`config.mk`:
```
export PLATFORM = sky130hd
export DESIGN_NAME = assert_result_collector
export DESIGN_NICKNAME = d
export VERILOG_FILES = /design/src/rtl/assert_result_collector.sv
export SDC_FILE = /design/constraint.sdc
export NUM_CORES = 1
export LEC_CHECK = 0
export CORE_ASPECT_RATIO = 0.75
export CORE_UTILIZATION = 65
export CTS_CLUSTER_DIAMETER = 150
export DETAILED_ROUTE_END_ITERATION = 10
export GPL_TIMING_DRIVEN = 0
export PLACE_DENSITY = 0.88
export SLEW_MARGIN = 20
export SYNTH_ARGS = -nofsm -noshare
export SYNTH_HDL_FRONTEND = slang
export SYNTH_SLANG_ARGS = --single-unit
```
`constraint.sdc`:
```
create_clock -name clk -period 6.7 [get_ports clk]
set_input_delay 1.34 -clock clk [delete_from_list [all_inputs] [get_ports clk]]
set_output_delay 1.34 -clock clk [all_outputs]
set_load 0.01 [all_outputs]
```
`src/rtl/assert_result_collector.sv`:
```
// assert_result_collector: gathers pass/fail pulses from assertion checkers into
// per-channel saturating counters, a timestamped failure-event FIFO and sticky flags.
// Ports:
//   clk, rst_n               clock, async active-low reset
//   chk_en/chk_pass/chk_fail per-channel enable mask and one-cycle result pulses
//   clear                    sync clear of counters, flags and FIFO (timestamp kept)
//   rd_sel -> rd_pass_cnt/rd_fail_cnt   registered counter readout
//   evt_valid/evt_ready/evt_mask/evt_time  first-word-fall-through event FIFO
//   any_fail/first_idx/ovf/irq          sticky status and interrupt
module assert_result_collector #(
  parameter int NUM_CHK = 8,
  parameter int CNT_W   = 16,
  parameter int LOG_AW  = 4,
  localparam int SW     = NUM_CHK > 1 ? $clog2(NUM_CHK) : 1
) (
  input  logic               clk,
  input  logic               rst_n,
  input  logic [NUM_CHK-1:0] chk_en,
  input  logic [NUM_CHK-1:0] chk_pass,
  input  logic [NUM_CHK-1:0] chk_fail,
  input  logic               clear,
  input  logic [SW-1:0]      rd_sel,
  output logic [CNT_W-1:0]   rd_pass_cnt,
  output logic [CNT_W-1:0]   rd_fail_cnt,
  output logic               evt_valid,
  input  logic               evt_ready,
  output logic [NUM_CHK-1:0] evt_mask,
  output logic [CNT_W-1:0]   evt_time,
  output logic               any_fail,
  output logic [SW-1:0]      first_idx,
  output logic               ovf,
  output logic               irq
);
  // Counter arrays are padded to a power of two so any rd_sel value indexes a real entry.
  localparam int NP    = 2 ** SW;
  localparam int DEPTH = 2 ** LOG_AW;
  logic [NP-1:0]      f, p;
  logic [CNT_W-1:0]   ts;
  logic [CNT_W-1:0]   pass_cnt [NP];
  logic [CNT_W-1:0]   fail_cnt [NP];
  logic [NUM_CHK-1:0] mask_mem [DEPTH];
  logic [CNT_W-1:0]   time_mem [DEPTH];
  logic [LOG_AW:0]    wr_ptr, rd_ptr;
  logic               empty, full, pop, push, accept, any_nxt, ovf_nxt;
  logic [SW-1:0]      lo;
  // Fail wins over pass when both pulse on the same channel.
  assign f = NP'(chk_fail & chk_en);
  assign p = NP'(chk_pass & chk_en & ~chk_fail);
  always_comb begin
    empty   = wr_ptr == rd_ptr;
    full    = (wr_ptr - rd_ptr) == (LOG_AW+1)'(DEPTH);
    pop     = !empty && evt_ready && !clear;
    push    = |f && !clear;
    // A pop in the same cycle frees a slot, so a full FIFO still accepts the push.
    accept  = push && (!full || pop);
    any_nxt = !clear && (any_fail || |f);
    ovf_nxt = !clear && (ovf || (push && !accept));
    lo = '0;
    for (int i = NP - 1; i >= 0; i--)
      if (f[i]) lo = SW'(i);
  end
  // Head outputs read zero while empty so they match the reset values.
  assign evt_valid = !empty;
  assign evt_mask  = empty ? '0 : mask_mem[rd_ptr[LOG_AW-1:0]];
  assign evt_time  = empty ? '0 : time_mem[rd_ptr[LOG_AW-1:0]];
  always_ff @(posedge clk)
    if (accept) begin
      mask_mem[wr_ptr[LOG_AW-1:0]] <= f[NUM_CHK-1:0];
      time_mem[wr_ptr[LOG_AW-1:0]] <= ts;
    end
  always_ff @(posedge clk or negedge rst_n)
    if (!rst_n) begin
      ts          <= '0;
      wr_ptr      <= '0;
      rd_ptr      <= '0;
      rd_pass_cnt <= '0;
      rd_fail_cnt <= '0;
      any_fail    <= 1'b0;
      first_idx   <= '0;
      ovf         <= 1'b0;
      irq         <= 1'b0;
      for (int i = 0; i < NP; i++) begin
        pass_cnt[i] <= '0;
        fail_cnt[i] <= '0;
      end
    end else begin
      ts          <= ts + 1'b1;
      wr_ptr      <= clear ? '0 : wr_ptr + (LOG_AW+1)'(accept);
      rd_ptr      <= clear ? '0 : rd_ptr + (LOG_AW+1)'(pop);
      rd_pass_cnt <= pass_cnt[rd_sel];
      rd_fail_cnt <= fail_cnt[rd_sel];
      any_fail    <= any_nxt;
      ovf         <= ovf_nxt;
      irq         <= any_nxt | ovf_nxt;
      if (clear) first_idx <= '0;
      else if (!any_fail && |f) first_idx <= lo;
      for (int i = 0; i < NP; i++)
        if (clear) begin
          pass_cnt[i] <= '0;
          fail_cnt[i] <= '0;
        end else begin
          if (p[i] && pass_cnt[i] != '1) pass_cnt[i] <= pass_cnt[i] + 1'b1;
          if (f[i] && fail_cnt[i] != '1) fail_cnt[i] <= fail_cnt[i] + 1'b1;
        end
    end
endmodule

```
### Yosys cells after proc, flatten, opt, wreduce, memory -nomap -nowiden

Memory sizes are Yosys's and may differ from the RTL's.
Index checks and enable logic that the tools add are counted.

| word-level totals | value |
|---|---|
| register bits | 320 |
| RAM bits | 384 |
| output and inout port bits | 63 |
| memories kept | 2 |

| cells by class | value |
|---|---|
| add/subtract/negate cells | 20 |
| magnitude comparators | 1 |
| equality and inequality tests | 18 |
| mux-type cells | 54 |
| bitwise gates (word level) | 6 |
| reduce and logical (&&, ||, !) cells | 50 |

Memories:

| memory | words | width | rd ports | clocked after Yosys merged registers in | wr ports | line | RTL |
|---|---|---|---|---|---|---|---|
| time_mem | 16 | 16 | 1 | 0 | 1 | 42 | `logic [CNT_W-1:0] time_mem [DEPTH];` |
| mask_mem | 16 | 8 | 1 | 0 | 1 | 41 | `logic [NUM_CHK-1:0] mask_mem [DEPTH];` |

Operator list:

| kind | count |
|---|---|
| 16-bit two-way mux | 37 |
| 16-bit by 1-bit adder with 16-bit output, second input constant | 17 |
| 16-bit != test, second input constant | 16 |
| 16-bit binary-select mux with 3-bit select | 2 |
| 2-bit nonzero test | 17 |
| 3-bit two-way mux | 10 |
| 8-bit AND | 3 |
| 1-bit logical AND | 24 |
| 5-bit by 1-bit adder with 5-bit output | 2 |
| 5-bit two-way mux | 2 |
| 8-bit two-way mux | 1 |
| 8-bit NOT | 1 |
| 8-bit OR reduction | 1 |
| 5-bit == test | 1 |
| 5-bit == test, second input constant | 1 |
| 1-bit zero test | 5 |
| 5-bit subtractor | 1 |
| 4-bit >= comparator, second input constant | 1 |
| 3-bit NOT with 4-bit output | 1 |
| 1-bit logical OR | 3 |
| 1-bit two-way mux | 2 |
| 1-bit OR | 1 |

### Logic depth before layout (Yosys ltp)

| logic depth | value |
|---|---|
| depth after elaboration | 11 |
| gate-level depth with buffers | 15 |
| gate-level depth less buffers | 12 |

### Worst setup path after synthesis

No wires, ideal clock.

| timing path | value |
|---|---|
| path kind | input to register |
| start point | input port chk_fail[6] |
| end point | memory mask_mem[11][0], enable pin |
| setup time | 405 ps |
| arrival time | 3,476 ps |
| slack | 2,819 ps |
| cell stages on the path | 7 |
| cell sequence | and2_1 > clkbuf_1 > nor4_2 > nand2_1 > clkbuf_1 > nand3_1 > nor2_1 |

| between the ends | value |
|---|---|
| word-level cells in the longest chain between the ends | 6 |

Ends and longest elaborated chain:

| item | line | RTL |
|---|---|---|
| from (decl) | 20 | `input logic [NUM_CHK-1:0] chk_fail,` |
| 8-bit AND | 47 | `assign f = NP'(chk_fail & chk_en);` |
| net f[6] | 37 | `logic [NP-1:0] f, p;` |
| 8-bit OR reduction | 53 | `push = \|f && !clear;` |
| 1-bit logical AND | 53 |  |
| 1-bit logical AND | 55 | `accept = push && (!full \|\| pop);` |
| 1-bit two-way mux | 67 | `if (accept) begin` |
| 1-bit two-way mux (not written as such) | 68 | `mask_mem[wr_ptr[LOG_AW-1:0]] <= f[NUM_CHK-1:0];` |
| to (decl) | 41 |  |

The timed path passes the listed nets, and every way through them passes these cells.

### Worst setup path in the final report

| timing path | value |
|---|---|
| start point | register rd_ptr[1] |
| end point | output port evt_time[14] |

| between the ends | value |
|---|---|
| word-level cells in the longest chain between the ends | 2 |
| elaborated cells between the ends (all ways) | 3 |
| classes of those cells | 1 x eq/ne; 1 x mux; 1 x memory |

Ends and longest elaborated chain:

| item | line | RTL |
|---|---|---|
| from (decl) | 43 | `logic [LOG_AW:0] wr_ptr, rd_ptr;` |
| from (signal assigned) | 89 | `rd_ptr <= clear ? '0 : rd_ptr + (LOG_AW+1)'(pop);` |
| memory read 16 x 16 bit / 5-bit == test (equally long branches) | - |  |
| 16-bit two-way mux * | 65 | `assign evt_time = empty ? '0 : time_mem[rd_ptr[LOG_AW-1:0]];` |
| to (decl) | 28 | `output logic [CNT_W-1:0] evt_time,` |

Every way passes the cells marked *; elsewhere a longest branch is shown, timed or not.

==> flow_metrics.env <==
export IMPL_status="complete, no violations"
export IMPL_path_delay_family="buffers and inverters"
export IMPL_pwr_share_seq_pct=50.7
export IMPL_multiInputGateArea_sq_mm=0.0125
export IMPL_fin_crit_ns=6.60
export IMPL_crit_path_top_delay_cell="buf_1"
export IMPL_synth_cells=2365
export IMPL_hp_class="reg2reg"
export IMPL_ctsHtreeMaxLevel=3
export IMPL_detail_route_antenna_nets=0
export IMPL_path_cells="buf_2 -> buf_2 -> buf_1 -> inv_1 -> ha_1 -> nand2_1 -> nor2_1 -> nand2_1 -> nand2_1 -> clkbuf_1 -> o22ai_1 -> clkdlybuf4s50_1"
export IMPL_port_buffer_count=90
export IMPL_cp_num_buf_inv=6
export IMPL_synth_edf_count=384
export IMPL_crit_fanout=10
export IMPL_cts_hold_fix_buffers=0
export IMPL_tritoncts="yes"
export IMPL_cp_depth=12
export IMPL_hpwl_mm=58.9
export IMPL_p_int_w=0.00703
export IMPL_die_x_um=260
export IMPL_wl_per_cell_um=27.3
export IMPL_end_kind="output pin"
export IMPL_cts_buffer_depth=3
export IMPL_yosys_area_top_type="edfxtp_1"
export IMPL_dieArea_sq_mm=0.0509
export IMPL_finClkSkew_ns=0.0238
export IMPL_p_per_area_mw_per_mm2=250
export IMPL_p_clk_share_pct=40.3
export IMPL_r2r_cells=12
export IMPL_cts_sinks=704
export IMPL_row_count=70
export IMPL_gp_congestion=0.980
export IMPL_startpoint="rd_ptr[1]"
export IMPL_diodes=0
export IMPL_via_per_inst=6.86
export IMPL_core_area_sq_mm=0.0490
export IMPL_cts_resized=0
export IMPL_grt_max_degree=98
export IMPL_whs_path_depth=2
export IMPL_cp_arrival_ns=5.26
export IMPL_yosys_register_bits=704
export IMPL_root_buffer="clkbuf_16"
export IMPL_drtIter0Drc=3104
export IMPL_r2r_start="rd_ptr[1]"
export IMPL_place_ws_ns=0.906
export IMPL_async_reset_ff_share_pct=45.5
export IMPL_finalHoldViolCount=0
export IMPL_ys_warn_count=0
export IMPL_cts_buffers=66
export IMPL_wl_mm=88.2
export IMPL_syn_area_sq_mm=0.0325
export IMPL_start_kind="flop"
export IMPL_fill_cells=2869
export IMPL_p_leak_nw=14.2
export IMPL_cpMostUsedCell="nand2_1"
export IMPL_ioPinCount=94
export IMPL_start_util_pct=66.3
export IMPL_power_switching_w=0.00219
export IMPL_required_ns=5.36
export IMPL_finalPower_w=0.00922
export IMPL_post_cts_buffers=0
export IMPL_max_freq_ghz=0.151
export IMPL_syn_to_final_growth_pct=13.7
export IMPL_grt_pass1_wl_mm=132
export IMPL_worst_setup_path_type="reg2out"
export IMPL_power_frac_comb_pct=9.0
export IMPL_setup_viol=0
export IMPL_drive_gt1_share_pct=14.1
export IMPL_track_usage_pct=35.3
export IMPL_drc_errors=0
export IMPL_rsz0062_at_grt="false"
export IMPL_via_count=22200
export IMPL_crit_path_max_incr_delay_ns=0.76
export IMPL_ys_top_cells_by_area="edfxtp_1, dfrtp_1, mux4_2"
export IMPL_grt_overflow_total=0
export IMPL_ir_worst_vdd_v=0.000207
export IMPL_maxCapViolCount=0
export IMPL_clock_latency_ns=0.63
export IMPL_ys_seq_area_share_pct=60.1
export IMPL_clk_pin_slew_ns=0.06
export IMPL_synth_top_area_share_pct=35.5
export IMPL_relSlewSlack_pct=18.7
export IMPL_syn_avg_cell_area_sq_um=13.7
export IMPL_synth_flop_cell="edfxtp_1"
export IMPL_min_from="fail_cnt[21]"
export IMPL_switching_share_pct=23.8
export IMPL_final_nets=2598
export IMPL_worst_pin_slew_ns=1.22
export IMPL_setup_ws_ns=0.0961
export IMPL_ys_types=73
export IMPL_grt_pass1_vias=21900
export IMPL_syn_num_nets=2421
export IMPL_fin_crit_sh_pct=98.6
export IMPL_drt_first_pass_iters=7
export IMPL_die_height_um=196
export IMPL_regArea_sq_mm=0.0195
export IMPL_drv_slew=0
export IMPL_grt_antenna_before_repair=1
-- layout by cell type (no fill, tap or decap), types with 10 or more instances in the layout --
| cell type | count |
|---|---|
| o211ai_1 | 21 |
| o2111ai_1 | 17 |
| mux2i_1 | 69 |
| mux2_2 | 33 |
| clkbuf_16 | 66 |
| inv_1 | 25 |
| mux4_2 | 159 |
| nor2b_1 | 11 |
| and3_1 | 37 |
| o21ai_0 | 35 |
| xnor2_1 | 74 |
| edfxtp_1 | 384 |
| ha_1 | 25 |
| clkbuf_1 | 92 |
| o22ai_1 | 24 |
| a21oi_1 | 33 |
| clkdlybuf4s50_1 | 89 |
| nor2_4 | 16 |
| buf_16 | 19 |
| nor4_1 | 20 |
| buf_2 | 24 |
| and4_1 | 28 |
| nand4_1 | 92 |
| or3_1 | 10 |
| dfrtp_1 | 320 |
| nand2_1 | 91 |
| and2_1 | 16 |
| nand3_1 | 108 |
| nor3_1 | 59 |
| xor2_1 | 142 |
| nor2_1 | 291 |
-- final timing paths --
path / endpoint / slack (ns)
setup / recovery: evt_time[14] / 0.1
hold / removal: fail_cnt[21] / 0.57
setup reg to reg: mask_mem[4][4] / 1.71
hold reg to reg: fail_cnt[21] / 0.57
max in group asynchronous: pass_cnt[44] / 4.37
min in group asynchronous: ts[10] / 0.63
-- cell type report --
type,count,area share [%]
flip-flops and latches,704,52.9
multi-input cells,1531,34.0
clock inverters,21,0.698
inverters,26,0.264
repair buffers,109,3.87
well taps,648,2.19
plain buffers,104,1.18
clock buffers,93,4.94
-- worst reg2reg max path: cells and delay by family (launching register included) --
family	cells	cell delay, ns
buf+inv	6	2.15
simple gates	3	0.61
flops	1	0.41
compound gates	2	1.21
fa+ha+maj	1	0.35
-- stage by stage --
| step | instances | hold slack [ns] | area (sq um) | TNS (ns) | utilization [%] |
|---|---|---|---|---|---|
| 2_1_floorplan | 2365 | 0.489 | 32500 | 0 | - |
| 3_3_place_gp | 3103 | 0.539 | 34200 | -3039.21 | 69.7 |
| 3_5_place_dp | 3122 | 0.549 | 34900 | 0 | 71.1 |
| 4_1_cts | 3236 | 0.569 | 36900 | 0 | 75.3 |
| 5_1_grt | 3236 | 0.602 | 36900 | 0 | 75.3 |
| 6_report | 3236 | 0.571 | 36900 | 0 | 75.3 |
-- kinds of logic after synthesis --
| family | count (synthesis) | share of synthesized area, % |
|---|---|---|
| compound gates | 184 | 3.84 |
| mux | 263 | 14.4 |
| buf+inv | 130 | 1.64 |
| simple gates | 843 | 13.2 |
| fa+ha+maj | 25 | 0.963 |
| xor+xnor | 216 | 5.82 |
| flops | 704 | 60.1 |
-- power by group through the flow --
stage | Combinational (W) | Sequential [W] | Clock, W
after global routing | 0.000871 | 0.00467 | 0.00388
final | 0.000827 | 0.00467 | 0.00372
after CTS | 0.000823 | 0.00467 | 0.00374
after detailed placement | 0.000810 | 0.00475 | 0
after global placement | 0.000740 | 0.00475 | 0
after floorplan | 0.000425 | 0.00474 | 0
-- registers in the layout, summed over array words and instances, names as in the netlist --
register and flops:
ovf 1, rd_fail_cnt 16, fail_cnt 128, first_idx 3, irq 1, wr_ptr 5, ts 16, pass_cnt 128
mask_mem 128, rd_ptr 5, rd_pass_cnt 16, any_fail 1, time_mem 256
-- layer usage --
layer | share of wire, % | global-route usage (%) | wire length [um]
met1 | 38 | 48.7 | 33400
met2 | 48 | 56.5 | 42500
met3 | 10 | 6.97 | 8890
met4 | 3.9 | 12.8 | 3430
met5 | 0 | 0 | 0
-- Yosys cell counts, drive strengths merged (16+ instances only) --
cell type	number
nand3	108
o211ai	22
and3	37
nand4	93
xnor2	74
nor4	24
mux2i	69
o21ai	42
and4	29
xor2	142
edfxtp	384
nor2	307
mux4	160
ha	25
and2	16
inv	26
dfrtp	320
o2111ai	18
nor3	60
nand2	91
buf	31
clkbuf	73
a21oi	33
mux2	34
o22ai	24
(Power assumes the default switching activity.)
